===== config.mk =====
export PLATFORM = sky130hd
export DESIGN_NAME = pc_branch_unit_16b
export DESIGN_NICKNAME = d
export VERILOG_FILES = /design/src/rtl/pc_branch_unit_16b.sv
export SDC_FILE = /design/constraint.sdc
export NUM_CORES = 1
export LEC_CHECK = 0
export BUFFER_PORTS_ARGS = -buffer_cell sky130_fd_sc_hd__buf_2
export CORE_ASPECT_RATIO = 0.6
export CORE_MARGIN = 4
export CORE_UTILIZATION = 50
export CTS_CLUSTER_DIAMETER = 40
export CTS_CLUSTER_SIZE = 25
export DETAILED_ROUTE_END_ITERATION = 8
export PLACE_DENSITY_LB_ADDON = 0.3
export REMOVE_ABC_BUFFERS = 1
export SLEW_MARGIN = 10
export SYNTH_ARGS = -nofsm -noshare
export SYNTH_HDL_FRONTEND = slang
export SYNTH_SLANG_ARGS = --single-unit

===== constraint.sdc =====
create_clock -name clk -period 3.3 [get_ports clk]
set_input_delay 0 -clock clk [delete_from_list [all_inputs] [get_ports clk]]
set_output_delay 0 -clock clk [all_outputs]
set_load 0.05 [all_outputs]

===== src/rtl/pc_branch_unit_16b.sv =====
// PC stage: holds the PC, forms branch/jump targets and drives a fixed-length flush window.
// Optional macro PC_BRANCH_RANGE_CHECK_EN builds the sticky branch wrap-around flag range_err.
module pc_branch_unit_16b #(
  parameter logic [15:0] RESET_VECTOR = 16'h0000,
  parameter int unsigned FLUSH_CYCLES = 2
) (
  input  logic        clk,
  input  logic        reset_n,
  input  logic        stall,
  input  logic        branch_taken,
  input  logic [16:0] branch_offset,
  input  logic        jump,
  input  logic [15:0] jump_addr,
  output logic [15:0] pc,
  output logic [15:0] pc_plus2,
  output logic        flush,
  output logic        redirect,
  output logic        align_err,
  output logic        range_err
);

  typedef enum logic [1:0] {StRst, StRun, StFlush} state_e;

  localparam logic [2:0] CntLoad = 3'(FLUSH_CYCLES - 1);

  state_e      state_q;
  logic [2:0]  cnt_q;
  logic [15:0] pc_q;
  logic        flush_q;
  logic        redirect_q;
  logic        align_err_q;
  logic [15:0] seq_target;
  logic [15:0] branch_target;

  assign seq_target = pc_q + 16'd2;

`ifdef PC_BRANCH_RANGE_CHECK_EN
  // Zero-extended PC plus sign-extended offset: bit 16 set means the target wrapped.
  logic [16:0] branch_sum;
  logic        take_branch;
  logic        range_err_q;

  assign branch_sum    = {1'b0, pc_q} + branch_offset;
  assign branch_target = branch_sum[15:0];
  assign take_branch   = !stall && (state_q == StRun) && !jump && branch_taken;

  always_ff @(posedge clk or negedge reset_n) begin
    if (!reset_n) begin
      range_err_q <= 1'b0;
    end else if (take_branch && branch_sum[16]) begin
      range_err_q <= 1'b1;
    end
  end

  assign range_err = range_err_q;
`else
  logic unused_offset_sign;

  assign branch_target      = pc_q + branch_offset[15:0];
  assign unused_offset_sign = branch_offset[16];
  assign range_err          = 1'b0;
`endif

  always_ff @(posedge clk or negedge reset_n) begin
    if (!reset_n) begin
      state_q     <= StRst;
      cnt_q       <= 3'd0;
      pc_q        <= RESET_VECTOR;
      flush_q     <= 1'b0;
      redirect_q  <= 1'b0;
      align_err_q <= 1'b0;
    end else if (!stall) begin
      unique case (state_q)
        StRst: begin
          state_q <= StRun;
          pc_q    <= seq_target;
        end
        StRun: begin
          if (jump || branch_taken) begin
            pc_q       <= jump ? {jump_addr[15:1], 1'b0} : branch_target;
            state_q    <= StFlush;
            cnt_q      <= CntLoad;
            flush_q    <= 1'b1;
            redirect_q <= 1'b1;
            if (jump && jump_addr[0]) begin
              align_err_q <= 1'b1;
            end
          end else begin
            pc_q <= seq_target;
          end
        end
        StFlush: begin
          // Requests arriving here are dropped; upstream re-issues after the window.
          pc_q       <= seq_target;
          redirect_q <= 1'b0;
          if (cnt_q == 3'd0) begin
            state_q <= StRun;
            flush_q <= 1'b0;
          end else begin
            cnt_q <= cnt_q - 3'd1;
          end
        end
        default: begin
          state_q <= StRst;
        end
      endcase
    end
  end

  assign pc        = pc_q;
  assign pc_plus2  = seq_target;
  assign flush     = flush_q;
  assign redirect  = redirect_q;
  assign align_err = align_err_q;

endmodule

* After elaboration in Yosys (flattened, before gate mapping)
Cells that the tools add are included.
** Cells by class
- Add/sub/neg operators :: 3
- Equality and inequality tests :: 5
- Multiplexer cells :: 13
- Bitwise logic cells :: 1
- Reduce and logical (&&, ||, !) cells :: 13
** Operators by type and width (count)
- $mux 16 :: 2
- $pmux 16 s2 :: 1
- $add 16x16->16 :: 1
- $add 16x2->16 const B :: 1
- $reduce_and 4->1 :: 3
- $mux 3 :: 2
- $ne 2x2->1 const B :: 3
- $pmux 2 s3 :: 1
- $pmux 3 s2 :: 1
- $reduce_and 3->1 :: 2
- $mux 2 :: 2
- $pmux 1 s2 :: 2
- $reduce_bool 2->1 :: 2
- $logic_not 3->1 :: 1
- $sub 3x1->3 const B :: 1
- $eq 2x1->1 const B :: 1
- $eq 2x2->1 const B :: 1
- $logic_not 2->1 :: 1
- $mux 1 :: 2
- $reduce_and 2->1 :: 1
- $reduce_or 2->1 :: 1
- $logic_and 1x1->1 :: 1
- $logic_or 1x1->1 :: 1
- $not 1->1 :: 1
** Word-level totals
- Register bits after elaboration :: 24
- Input port bits :: 38
- Output and inout port bits :: 36

* Logic depth before layout (Yosys ltp)
Gate-level depths: netlist of the first run.
- Depth after elaboration :: 4
- Gate-level depth with buffers :: 9
- Gate-level depth less buffers :: 9

* Worst setup path before layout of the first run
Ideal clock, no wire load.
- Path type :: reg-to-reg
- From :: reg pc_q[1], in the netlist pc[1]
- To :: reg pc_q[11], in the netlist pc[11]
- Arrival time :: 2824 ps
- Required time :: 3223 ps
- Setup slack :: 399 ps
- Cell stages (with the launch flop) :: 8
- Cell sequence :: dfrtp_1 -> ha_1 -> and4_1 -> and2_1 -> and3_1 -> xor2_1 -> o21ai_1 -> o21ai_1
** Between the ends
- Elaborated cells on any way between the ends :: 5
** RTL lines
- start: declaration :: line 28 : logic [15:0] pc_q;
- start signal: assignment :: line 76 : pc_q <= seq_target;
- start signal: assignment :: line 80 : pc_q <= jump ? {jump_addr[15:1], 1'b0} : branch_target;
- start signal: assignment :: line 89 : pc_q <= seq_target;
- $add 16x2->16 (*) :: line 35 : assign seq_target = pc_q + 16'd2;
- net pc_plus2[11] :: line 15 : output logic [15:0] pc_plus2,
- $mux 16 :: line 79 : if (jump || branch_taken) begin
- $pmux 16 s2 (*) :: line 73 : unique case (state_q)
Mark *: on every way through the listed nets, which the timed path passes. The rest lies on a longest branch.
A chain may end at the register's enable or synchronous reset.

* Worst setup path in the final report of the first run
- From :: reg pc_q[0], in the netlist pc[0]
- To :: reg pc_q[14], in the netlist pc[14]
** Between the ends
- Cells in the longest elaborated chain, start to end :: 4
- Elaborated cells on any way between the ends :: 5
** Ends and longest elaborated chain
- $add 16x16->16 :: line 59 : assign branch_target = pc_q + branch_offset[15:0];
- $mux 16 :: line 80
- $mux 16 :: line 79
- $pmux 16 s2 (*) :: line 73
Every way passes the cells marked *; elsewhere a longest branch is shown, timed or not.

==> results of run 1 <==
==> layer usage <==
| layer | part of all wire | routed length [um] | vias to the layer above |
|---|---|---|---|
| li1 | - | - | 1168 |
| met1 | 0.49 | 2960 | 1054 |
| met2 | 0.42 | 2550 | 80 |
| met3 | 0.079 | 473 | 4 |
| met4 | 0.0060 | 36 | 0 |
| met5 | 0 | 0 | - |
==> cell type report <==
type | instances | area, um2 | area share
clock inverter | 1 | 30.0 | 0.0109
timing repair buffer | 75 | 390 | 0.141
sequential | 24 | 601 | 0.217
multi-input combinational | 237 | 1590 | 0.574
inverter | 11 | 41.3 | 0.0149
clock buffer | 3 | 41.3 | 0.0149
tap | 60 | 75.1 | 0.0271
==> through the flow <==
| step | utilization | hold WS, ns | setup WS, ns | cells | cell area [um2] |
|---|---|---|---|---|---|
| after floorplan | - | -0.296 | 0.399 | 272 | 2230 |
| after global placement | 0.628 | 0.0134 | 0.886 | 405 | 2670 |
| after detailed placement | 0.628 | 0.0131 | 0.855 | 405 | 2670 |
| after CTS | 0.650 | 0.0651 | 0.833 | 411 | 2770 |
| after global routing | 0.650 | 0.0856 | 0.642 | 411 | 2770 |
| final | 0.650 | 0.0631 | 0.846 | 411 | 2770 |
==> worst max path at each step <==
stage | end | depth (start not counted) | from
floorplan | pc[11] | 7 | pc[1]
global placement | pc[14] | 9 | pc[0]
detailed placement | pc[14] | 9 | pc[0]
CTS | pc[14] | 9 | pc[0]
global route | pc[14] | 9 | pc[0]
finish | pc[14] | 9 | pc[0]
==> worst min-delay path: cells and delay by family <==
kind            cells  cell delay, ns
buf+inv             1            0.08
mux                 1            0.06
compound gates      1            0.15
==> layout by cell type (no fill, tap or decap), types with 3 or more instances in the layout <==
cell,n
sky130_fd_sc_hd__a21o_1,5
sky130_fd_sc_hd__nand2_1,23
sky130_fd_sc_hd__inv_1,11
sky130_fd_sc_hd__dfrtp_1,24
sky130_fd_sc_hd__o21ai_1,9
sky130_fd_sc_hd__nor2_1,32
sky130_fd_sc_hd__o21ai_0,14
sky130_fd_sc_hd__xor2_1,14
sky130_fd_sc_hd__a21oi_1,27
sky130_fd_sc_hd__nand3_1,5
sky130_fd_sc_hd__clkbuf_8,3
sky130_fd_sc_hd__buf_2,71
sky130_fd_sc_hd__and4_1,3
sky130_fd_sc_hd__a31oi_1,10
sky130_fd_sc_hd__ha_1,23
sky130_fd_sc_hd__o22ai_1,7
sky130_fd_sc_hd__and3_1,12
sky130_fd_sc_hd__nor3_1,4
sky130_fd_sc_hd__xnor2_1,14
==> synth_stat cells, drive strengths merged (3+ instances only) <==
master	number
o21ai	23
and4	3
and3	12
a21o	5
xor2	14
nand2	23
dfrtp	24
buf	3
clkbuf	8
ha	23
nand3	5
a211oi	3
inv	11
o22ai	7
nor2	32
nor3	5
a21oi	27
a31oi	10
xnor2	14
==> flip-flops by register name, indices dropped and copies added (netlist names) <==
signal     count
flush          1
pc            16
cnt_q          3
redirect       1
state_q        2
align_err      1
==> cell families (layout without fill, tap and decap cells) <==
kind of cell | count (synthesis) | after routing | share of synthesized area
AO/OA/AOI/OAI | 94 | 94 | 0.261
AND/OR/NAND/NOR | 88 | 88 | 0.182
XOR/XNOR | 28 | 28 | 0.108
adder cells (fa/ha/maj) | 24 | 24 | 0.135
flip-flops | 24 | 24 | 0.263
buffers and inverters | 22 | 90 | 0.0411
multiplexers | 2 | 2 | 0.00878
other | 1 | 1 | 0.00164
==> results summary, run 1 <==
CTS placed an instance of sky130_fd_sc_hd__clkbuf_8 at the clock tree root. The met2 track utilization from global routing is 0.319. Setup slack on the worst reg-to-reg path comes out at 0.85 ns. The combined buffer and inverter count along the critical path is 0. The setup path with the least slack is of type flop to flop. The proportion of register bits with asynchronous set or reset after synthesis is 1.00.

The highest clock rate came out at 407 MHz. The critical path launch point type is a flop. The layer flagged by global routing as most heavily used is met1.

The starting density of the core came out at 0.536. The first-pass GRT wire length came out at 9610 um. The met1 demand-to-capacity share in global routing is 0.322.

In the finished design, the share of the clock period the worst path needs comes to 0.744. The fraction of met3 tracks used by global routing came out at 0.0491. The deepest clock path buffer count is 2. The count of final hold-check violations came out at 0. The tightest min-delay check is of the input port to flop type. The congestion estimate from routability-driven global placement came to 0.874. The length in cells of the worst reg-to-reg path came out at 9. The latest clock arrival within the worst-skew pair came out at 0.26 ns.

In this run the count of I/O pins placed on the die edge is 74. The buffer count from post-CTS setup fixing is 0. The hold buffer count at cts came out at 2. Adding up every negative setup slack in the final design gives 0 ns.

The clock tree from TritonCTS is yes. Setup repair after global routing left no endpoint under its margin. The worst register-to-register path begins at pc[0]. Measured along the y axis, the die boundary spans 60.3 um.

The total half-perimeter wirelength after legalization and detailed placement came out at 4770 um. The number of warning messages in the yosys log came out at 0. The headroom to the max-slew limit came out at 0.647. The number of antenna violations at the first check in global routing was 0. The global router's overall resource usage came out at 0.214.

The count of nets after finishing came out at 414. The post-route antenna net violation count came out at 0. CTS saw 24 sinks.

The number of library cell types mapped by synthesis came out at 45. The biggest area contributor in the post-synthesis netlist is sky130_fd_sc_hd__dfrtp_1. The startpoint of the worst hold path is jump_addr[7].

The required time of the critical path is 3.45 ns. Across the run, the number of max-cap violations was 0. The portion of synthesized cell area occupied by the leading cell type is 0.263.

The endpoint identified for the worst register-to-register timing path is pc[14]. In this run the number of H-tree levels came out at 1. Yosys attributes the largest share of cell area to sky130_fd_sc_hd__dfrtp_1 (26%), sky130_fd_sc_hd__ha_1 (13%), sky130_fd_sc_hd__a21oi_1 (5.9%).

The post-cts sizing count came out at 0. For hold timing, the worst endpoint is pc[7]. The final number of setup-violating endpoints came out at 0. The total overflow left after global routing is 0. The family of cells with the greatest summed delay on the critical path is compound AO/OA/AOI/OAI gates. The sequential fraction of the synthesis area came out at 0.263. The die area came out at 5740 um2. The number of vias per cell came out at 5.61.

The cell that appears most often on the critical path is sky130_fd_sc_hd__a21o_1. The width of the chip is 95.2 um. The largest fanout of any net on the critical path came out at 4. The slew at the pin closest to its max-slew limit came out at 0.530 ns. The per-cell routed wire length came out at 14.6 um. The fraction of final layout cells sized beyond drive strength 1 is 0.236.

The total length of routed wires is 6020 um. The count of filler cells inserted in the layout is 388. The antenna cell count came out at 0.

The worst setup path is captured at a flop. The total iterations of the first detailed-routing run came out at 4. The number of global-route vias before repair came to 1990. The synthesized area is 2280 um2. The synthesized design contains 0 enable-type register cells. The worst stage delay on the critical path came out at 0.42 ns. The clock skew came out at 0.00496 ns. The count of buffers from port buffering is 71. The worst path in the final design needs a cycle of 2.45 ns, including I/O delays and setup. The count of standard-cell rows is 18.

The via total after detailed routing came out at 2306. After technology mapping, the gate count stands at 283. The run finished with clean final reports. The arrival time of the worst setup path is 2.60 ns. The critical path goes through ha_1 -> fa_1 -> a21o_1 -> a221oi_2 -> nor2_1 -> o22ai_1 -> a21o_1 -> xor2_1 -> o21ai_1.

The mean cell area of the mapped netlist is 8.06 um2. In the synthesized netlist the dominant register cell turns out to be sky130_fd_sc_hd__dfrtp_1. The critical path's slowest cell is sky130_fd_sc_hd__dfrtp_1. Counting instances, the worst hold path has a depth of 3. In this run, the number of DRC markers left after iteration 0 of detailed routing was 143. The total area inside the core boundary comes to 4260 um2. The number of remaining DRC errors is 0. The number of pins exceeding their max-slew limit in the final report is 0. Entering global routing, the biggest net connects 29 pins.

The clock-pin transition on the worst setup and hold timing paths came out at 0.09 ns. Counting the buffers created by CTS gives 3. The relative area change from synthesis to final layout is 21.2%. The synthesis-stage register bit count is 24.
Power of run 1 is not shown: default switching activity piles up to over one toggle a cycle in this logic, so the estimate is an artifact.
==> run 2: changes to the inputs <==
--- a/config.mk
+++ b/config.mk
@@ -5,6 +5,7 @@
 export SDC_FILE = /design/constraint.sdc
 export NUM_CORES = 1
 export LEC_CHECK = 0
+export ABC_AREA = 1
 export BUFFER_PORTS_ARGS = -buffer_cell sky130_fd_sc_hd__buf_2
 export CORE_ASPECT_RATIO = 0.6
 export CORE_MARGIN = 4
==> constraint.sdc (replaced) <==
create_clock -name clk -period 2.3 [get_ports clk]
set_input_delay 0 -clock clk [delete_from_list [all_inputs] [get_ports clk]]
set_output_delay 0 -clock clk [all_outputs]
set_load 0.05 [all_outputs]
==> results summary, run 2 <==
The synthesized netlist occupies a cell area of 2580 um2. The number of library cell types mapped by synthesis is 35. The maximum number of pins on one net before global-route repair is 25. The count of clock tree sinks is 24.

The required time of the critical path came out at 2.30 ns. In the layout the commonest cells are sky130_fd_sc_hd__nand2_1 (139), sky130_fd_sc_hd__buf_2 (71), sky130_fd_sc_hd__inv_1 (61), sky130_fd_sc_hd__nand3_1 (32), sky130_fd_sc_hd__nor2_1 (28). The number of standard cells in the layout, taps in and fillers out came out at 553. The core region is 4780 um2. Among all flip-flop cells after synthesis, the most frequent one is sky130_fd_sc_hd__dfrtp_1. The clock-pin transition on the worst setup and hold timing paths came out at 0.09 ns. The buffer count from post-CTS setup fixing came out at 0.

The highest clock rate is 481 MHz. The logic depth of the worst setup path including buffers came out at 7. Leaving out fill and tap cells, the most frequent cell in the layout is sky130_fd_sc_hd__nand2_1. The pre-CTS setup slack is 0.294 ns. The number of placed instances, taps included is 548.

The proportion of register bits with asynchronous set or reset after synthesis came out at 1.00. The total length of routed wires is 7930 um. The number of global-route vias before repair came out at 2697. The library cell appearing most often on the critical path is sky130_fd_sc_hd__nand2_1. The final design area excluding fillers is 3070 um2. The cell count after synthesis is 417.

The clock tree from TritonCTS is yes. The depth of the worst hold-timing path came out at 5. The flip-flop count of the largest register after layout came out at 16. For this run, the share of the core covered by cells in the final layout is 0.643. The family of cells with the greatest summed delay on the critical path is simple AND/OR/NAND/NOR gates.

The floorplan has 19 rows. The die area came out at 6400 um2. The length in cells of the worst reg-to-reg path is 12. By count the netlist is led by sky130_fd_sc_hd__nand2_1 (139), sky130_fd_sc_hd__inv_1 (61), sky130_fd_sc_hd__nand3_1 (32). CTS placed an instance of sky130_fd_sc_hd__clkbuf_8 at the clock tree root. The run finished with clean final reports.

The leftover overflow at the end of global routing came out at 0. STA classifies the critical path startpoint as a flop. The antenna cell count came out at 0. In the routed design, unresolved DRC markers number 0.

The worst stage delay on the critical path is 0.52 ns. The H-tree depth reported by CTS came out at 1. The critical path's slowest cell is sky130_fd_sc_hd__dfrtp_1.

The area growth from synthesis to layout is 19.2%. The violation count after the first detailed-route iteration came out at 225. The final number of setup-violating endpoints came out at 0. In this run the mean area of a mapped cell was 6.18 um2.

The number of pins exceeding their max-slew limit in the final report is 0. The largest fanout of any net on the critical path is 7. The number of vias per cell is 5.31. The combined buffer and inverter count along the critical path is 1. The largest total area in the synthesized netlist belongs to sky130_fd_sc_hd__dfrtp_1.

After detailed placement, the total cell area comes to 3010 um2. The die outline height came out at 63.6 um. The number of antenna violations at the first check in global routing was 0. The worst path needs 2.08 ns of the cycle, external delays included. The global router's overall resource usage came out at 0.245. The number of warning messages in the yosys log is 0. The later pin in the worst-skew pair is clocked with a latency of 0.28 ns.

The number of primary I/O pins came out at 74. The kind of capture point of the worst setup path is an output pin. The count of final hold-check violations came to 0. The CTS buffer count is 3. The count of buffers from port buffering is 71. By instance count, the leading cell after synthesis is sky130_fd_sc_hd__nand2_1. Counting flops with a built-in enable in the synthesized netlist gives 0. The wire-length estimate of the detail-placed layout is 6420 um.

For the pin with the worst max-slew slack, the measured transition is 0.603 ns. The synthesis-stage register bit count is 24. Setup repair after global routing left no endpoint under its margin. The arrival time of the worst setup path came out at 2.08 ns. The width of the chip is 101 um. The sequential fraction of the synthesis area is 0.233. The first global-routing pass estimated 12600 um of wire.

The clock passes through at most 2 buffers. Yosys attributes the largest share of cell area to sky130_fd_sc_hd__dfrtp_1 (23%), sky130_fd_sc_hd__nand2_1 (20%), sky130_fd_sc_hd__ha_1 (11%). The portion of synthesized cell area occupied by the leading cell type came out at 0.233. The count of nets left with antenna violations once routing finished came out at 0. The count of nets after finishing came out at 554. The type of the tightest min-delay check is input port to flop.

The fraction of final layout cells sized beyond drive strength 1 came out at 0.186. The headroom to the max-slew limit came out at 0.598. The starting density of the core came out at 0.539. In the finished design, the share of the clock period the worst path needs comes to 0.904. The via total after detailed routing is 2936. The global placer's final weighted congestion came out at 0.969. The count of filler cells inserted in the layout is 459. The per-cell routed wire length came out at 14.3 um. The critical path is of the flop to output pin type.

The worst setup margin is 0.221 ns. The total iterations of the first detailed-routing run came out at 5. The count of max-cap constraint violations came out at 0. The signal on the critical path passes through ha_1 -> nand2_2 -> nor2_2 -> nand2_1 -> or2_2 -> nand2_1 -> buf_2. The clock skew came out at 0.00864 ns.
==> run 2: final timing paths <==
kind	start	to	slack [ns]
max	pc[1]	pc_plus2[9]	0.22
max in group asynchronous	reset_n	pc[9]	1.64
min in group asynchronous	reset_n	pc[1]	0.26
max reg2reg	pc[0]	pc[14]	0.24
min reg2reg	redirect	redirect	0.47
min	jump_addr[15]	pc[15]	0.03
==> run 2: cell type report <==
cell class | instances | area (um2) | share of cell area
clock buffer | 3 | 41.3 | 0.0134
inverter | 62 | 233 | 0.0758
multi-input combinational | 322 | 1700 | 0.553
sequential | 24 | 601 | 0.196
tap | 63 | 78.8 | 0.0257
timing repair buffer | 79 | 420 | 0.137
==> run 2: cells by family (layout without fill, tap and decap cells) <==
logic type                 count (synthesis)  after routing  share of synthesized area
buffers and inverters                     71            144                      0.108
and+or+nand+nor                          228            228                      0.378
other                                      1              1                    0.00146
xor gates and xnor gates                  13             13                     0.0442
adders and majority gates                 24             24                      0.119
AOI/OAI and AO/OA                         56             56                      0.116
DFF                                       24             24                      0.233
==> run 2: repair_timing <==
| action | in CTS | in global routing |
|---|---|---|
| endpoints found under the hold margin | 25 | 0 |
| hold buffers | 2 | 0 |
| gates resized for setup | 0 | 0 |
==> run 2: worst register-to-register path: stages, from the launching register on <==
cell                      delay, ns
sky130_fd_sc_hd__dfrtp_1       0.43
sky130_fd_sc_hd__ha_1          0.23
sky130_fd_sc_hd__fa_1          0.41
sky130_fd_sc_hd__nand3_1       0.10
sky130_fd_sc_hd__nand2_1       0.12
sky130_fd_sc_hd__nand2_1       0.09
sky130_fd_sc_hd__nand2_1       0.10
sky130_fd_sc_hd__nand2_1       0.14
sky130_fd_sc_hd__nand3_1       0.10
sky130_fd_sc_hd__nand3_1       0.09
sky130_fd_sc_hd__nand2_1       0.05
sky130_fd_sc_hd__nand2_1       0.06
sky130_fd_sc_hd__nand2_1       0.04
==> run 2: stage by stage <==
step | TNS, ns | hold WS (ns)
final | 0 | 0.0285
after global placement | 0 | 0.0287
after floorplan | -0.624 | -0.296
after global routing | 0 | 0.0639
after CTS | 0 | 0.0265
after detailed placement | 0 | 0.0311
==> run 2: metal layers <==
| layer | global-route usage | wire length, um | vias to the layer above |
|---|---|---|---|
| met1 | 0.357 | 3660 | 1292 |
| met2 | 0.360 | 3210 | 155 |
| li1 | - | - | 1472 |
| met5 | 0 | 0 | - |
| met4 | 0.0303 | 82 | 0 |
| met3 | 0.0794 | 973 | 17 |
Power of run 2 is left out for the same reason.
==> run 3: changes to the inputs <==
--- a/config.mk
+++ b/config.mk
@@ -5,7 +5,6 @@
 export SDC_FILE = /design/constraint.sdc
 export NUM_CORES = 1
 export LEC_CHECK = 0
-export ABC_AREA = 1
 export BUFFER_PORTS_ARGS = -buffer_cell sky130_fd_sc_hd__buf_2
 export CORE_ASPECT_RATIO = 0.6
 export CORE_MARGIN = 4
@@ -13,7 +12,7 @@
 export CTS_CLUSTER_DIAMETER = 40
 export CTS_CLUSTER_SIZE = 25
 export DETAILED_ROUTE_END_ITERATION = 8
-export PLACE_DENSITY_LB_ADDON = 0.3
+export PLACE_DENSITY = 0.79
 export REMOVE_ABC_BUFFERS = 1
 export SLEW_MARGIN = 10
 export SYNTH_ARGS = -nofsm -noshare
==> results summary, run 3 (synthesized netlist as in run 1, its figures left out) <==
The flow ran to the end, and the final reports show no timing, DRC or antenna violations. In this run the deepest clock path goes through 2 buffers. The total half-perimeter wirelength after legalization and detailed placement is 5170 um. The number of remaining DRC errors came out at 0. The number of antenna violations at the first check in global routing came out at 0. Setup repair after global routing could not meet its margin everywhere. The clock tree from TritonCTS is yes. The post-route antenna net violation count came out at 0. The first global-routing pass estimated 10500 um of wire. The width of the chip came out at 95.2 um. The register with the most flip-flops in the layout has 16 of them. CTS built an H-tree with a depth of 1. The count of final hold-check violations is 0. Leaving out fill and tap cells, the most frequent cells in the layout are sky130_fd_sc_hd__buf_2 (69), sky130_fd_sc_hd__nor2_1 (31), sky130_fd_sc_hd__a21oi_1 (25), sky130_fd_sc_hd__dfrtp_1 (24), sky130_fd_sc_hd__nand2_1 (23). The core region is 4260 um2. The clock-pin transition on the worst setup and hold timing paths is 0.09 ns. The global placer's final weighted congestion came out at 0.933. The number of global-route vias before repair came to 2185.

The number of primary I/O pins came out at 74. Buffers inserted during clock tree synthesis total 3. The count of standard-cell rows is 18.

The type of the tightest min-delay check is input port to flop. The global router's overall resource usage is 0.236. The fraction of final layout cells sized beyond drive strength 1 came out at 0.304.

For this run, the top clock speed supported by timing is 456 MHz. STA classifies the critical path endpoint as a flop. The count of buffers from port buffering is 71. For the pin with the worst max-slew slack, the measured transition is 0.579 ns. The required time of the critical path came out at 2.46 ns. For this block, the routed nets add up to 6850 um of wire. The total iterations of the first detailed-routing run came out at 4.

The via total after detailed routing came out at 2440. In the final design database the tool counted 432 nets. The final critical delay including setup and external delays came out at 2.19 ns. The relative area change from synthesis to final layout is 31.3%. The final design area excluding fillers is 2990 um2. The worst setup path is of the flop to flop kind. The tool flagged a number of max-cap violations equal to 0. The headroom to the max-slew limit came out at 0.614.

The leftover overflow at the end of global routing came out at 0. Once placement finished, the instance area stood at 2790 um2. The die outline height is 60.3 um. The starting density of the core is 0.536. The violation count after the first detailed-route iteration is 163. The die covers 5740 um2. The worst setup path is launched from a flop. Dividing the detail-routed via count by the number of cells gives 5.69. The tree is rooted in a sky130_fd_sc_hd__clkbuf_8. The share of the clock period used by the worst path came out at 0.954.

After detailed routing, the average wire length per cell comes to 16.0 um. For the worst setup path, the data arrival time is 2.35 ns. The maximum number of pins on one net before global-route repair is 28.

The number of pins exceeding their max-slew limit in the final report came out at 0. The tree built by TritonCTS fans out to 24 sinks. The leading cell type in the layout, fill and taps excluded is sky130_fd_sc_hd__buf_2. The clock skew came out at 0.00842 ns. The latest clock arrival within the worst-skew pair is 0.27 ns. Along the worst path, the maximum fanout reaches 3. The antenna cell count is 0. Setup violations remaining at the end of the flow were counted as 0.
==> run 3: changes by cell type in the layout (fill, tap and decap cells not counted), sizes merged, moves of 5 or more <==
cell   delta
nand2   -119
buf      +14
or2       -5
xor2      +5
a21o      +5
and3     +12
inv      -50
xnor2    +10
nand3    -28
a31oi    +10
o22ai     +7
==> run 3: routing by layer <==
metal / vias up / global-route usage / share of wire
met5: - / 0 / 0
met4: 0 / 0.0370 / 0.0070
met3: 6 / 0.0604 / 0.10
met2: 105 / 0.369 / 0.44
met1: 1128 / 0.336 / 0.45
li1: 1201 / - / -
==> run 3: cell type report <==
class                           instances  area (um2)
Inverter                               11        41.3
Multi-Input combinational cell        237        1680
Sequential cell                        24         601
Clock buffer                            3        41.3
Fill cell                             362        1260
Timing Repair Buffer                   93         531
Tap cell                               60        75.1
Clock inverter                          1        30.0
==> run 3: through the flow <==
| stage | TNS [ns] | hold slack, ns | setup slack, ns | utilization | instances |
|---|---|---|---|---|---|
| final | 0 | 0.0773 | 0.105 | 0.703 | 429 |
| after global routing | -0.0104 | 0.110 | -0.0104 | 0.703 | 429 |
| after CTS | 0 | 0.0759 | 0.0209 | 0.681 | 426 |
| after detailed placement | -0.246 | 0.0319 | -0.108 | 0.655 | 420 |
| after global placement | -0.0279 | 0.0291 | -0.0279 | 0.655 | 420 |
| after floorplan | -4.73 | -0.296 | -0.601 | - | 272 |
==> run 3: final timing paths <==
kind                         startpoint         to  slack (ns)  cells after the start
setup / recovery                  pc[0]     pc[14]        0.11                      9
hold / removal             jump_addr[7]      pc[7]        0.08                      3
setup reg to reg                  pc[0]     pc[14]        0.11                      9
hold reg to reg               align_err  align_err        0.47                      1
max in group asynchronous       reset_n     pc[11]        1.66                      2
min in group asynchronous       reset_n  align_err        0.26                      2
==> run 3: worst max-delay path: stages, from the launching register on <==
cell                       delay (ns)
sky130_fd_sc_hd__dfrtp_1         0.43
sky130_fd_sc_hd__ha_4            0.18
sky130_fd_sc_hd__fa_2            0.34
sky130_fd_sc_hd__a21o_1          0.20
sky130_fd_sc_hd__a221oi_4        0.28
sky130_fd_sc_hd__nor2_1          0.09
sky130_fd_sc_hd__o22ai_2         0.18
sky130_fd_sc_hd__a21o_1          0.17
sky130_fd_sc_hd__xor2_1          0.14
sky130_fd_sc_hd__o21ai_1         0.07
==> run 3: what timing repair did <==
| item | CTS | global route |
|---|---|---|
| pin swaps | 1 | 6 |
| endpoints found under the hold margin | 25 | 0 |
| hold buffers | 2 | 0 |
| setup buffers | 0 | 3 |
| resized for setup | 3 | 17 |
| setup endpoints to repair | 4 | 10 |
Power of run 3 is left out for the same reason.
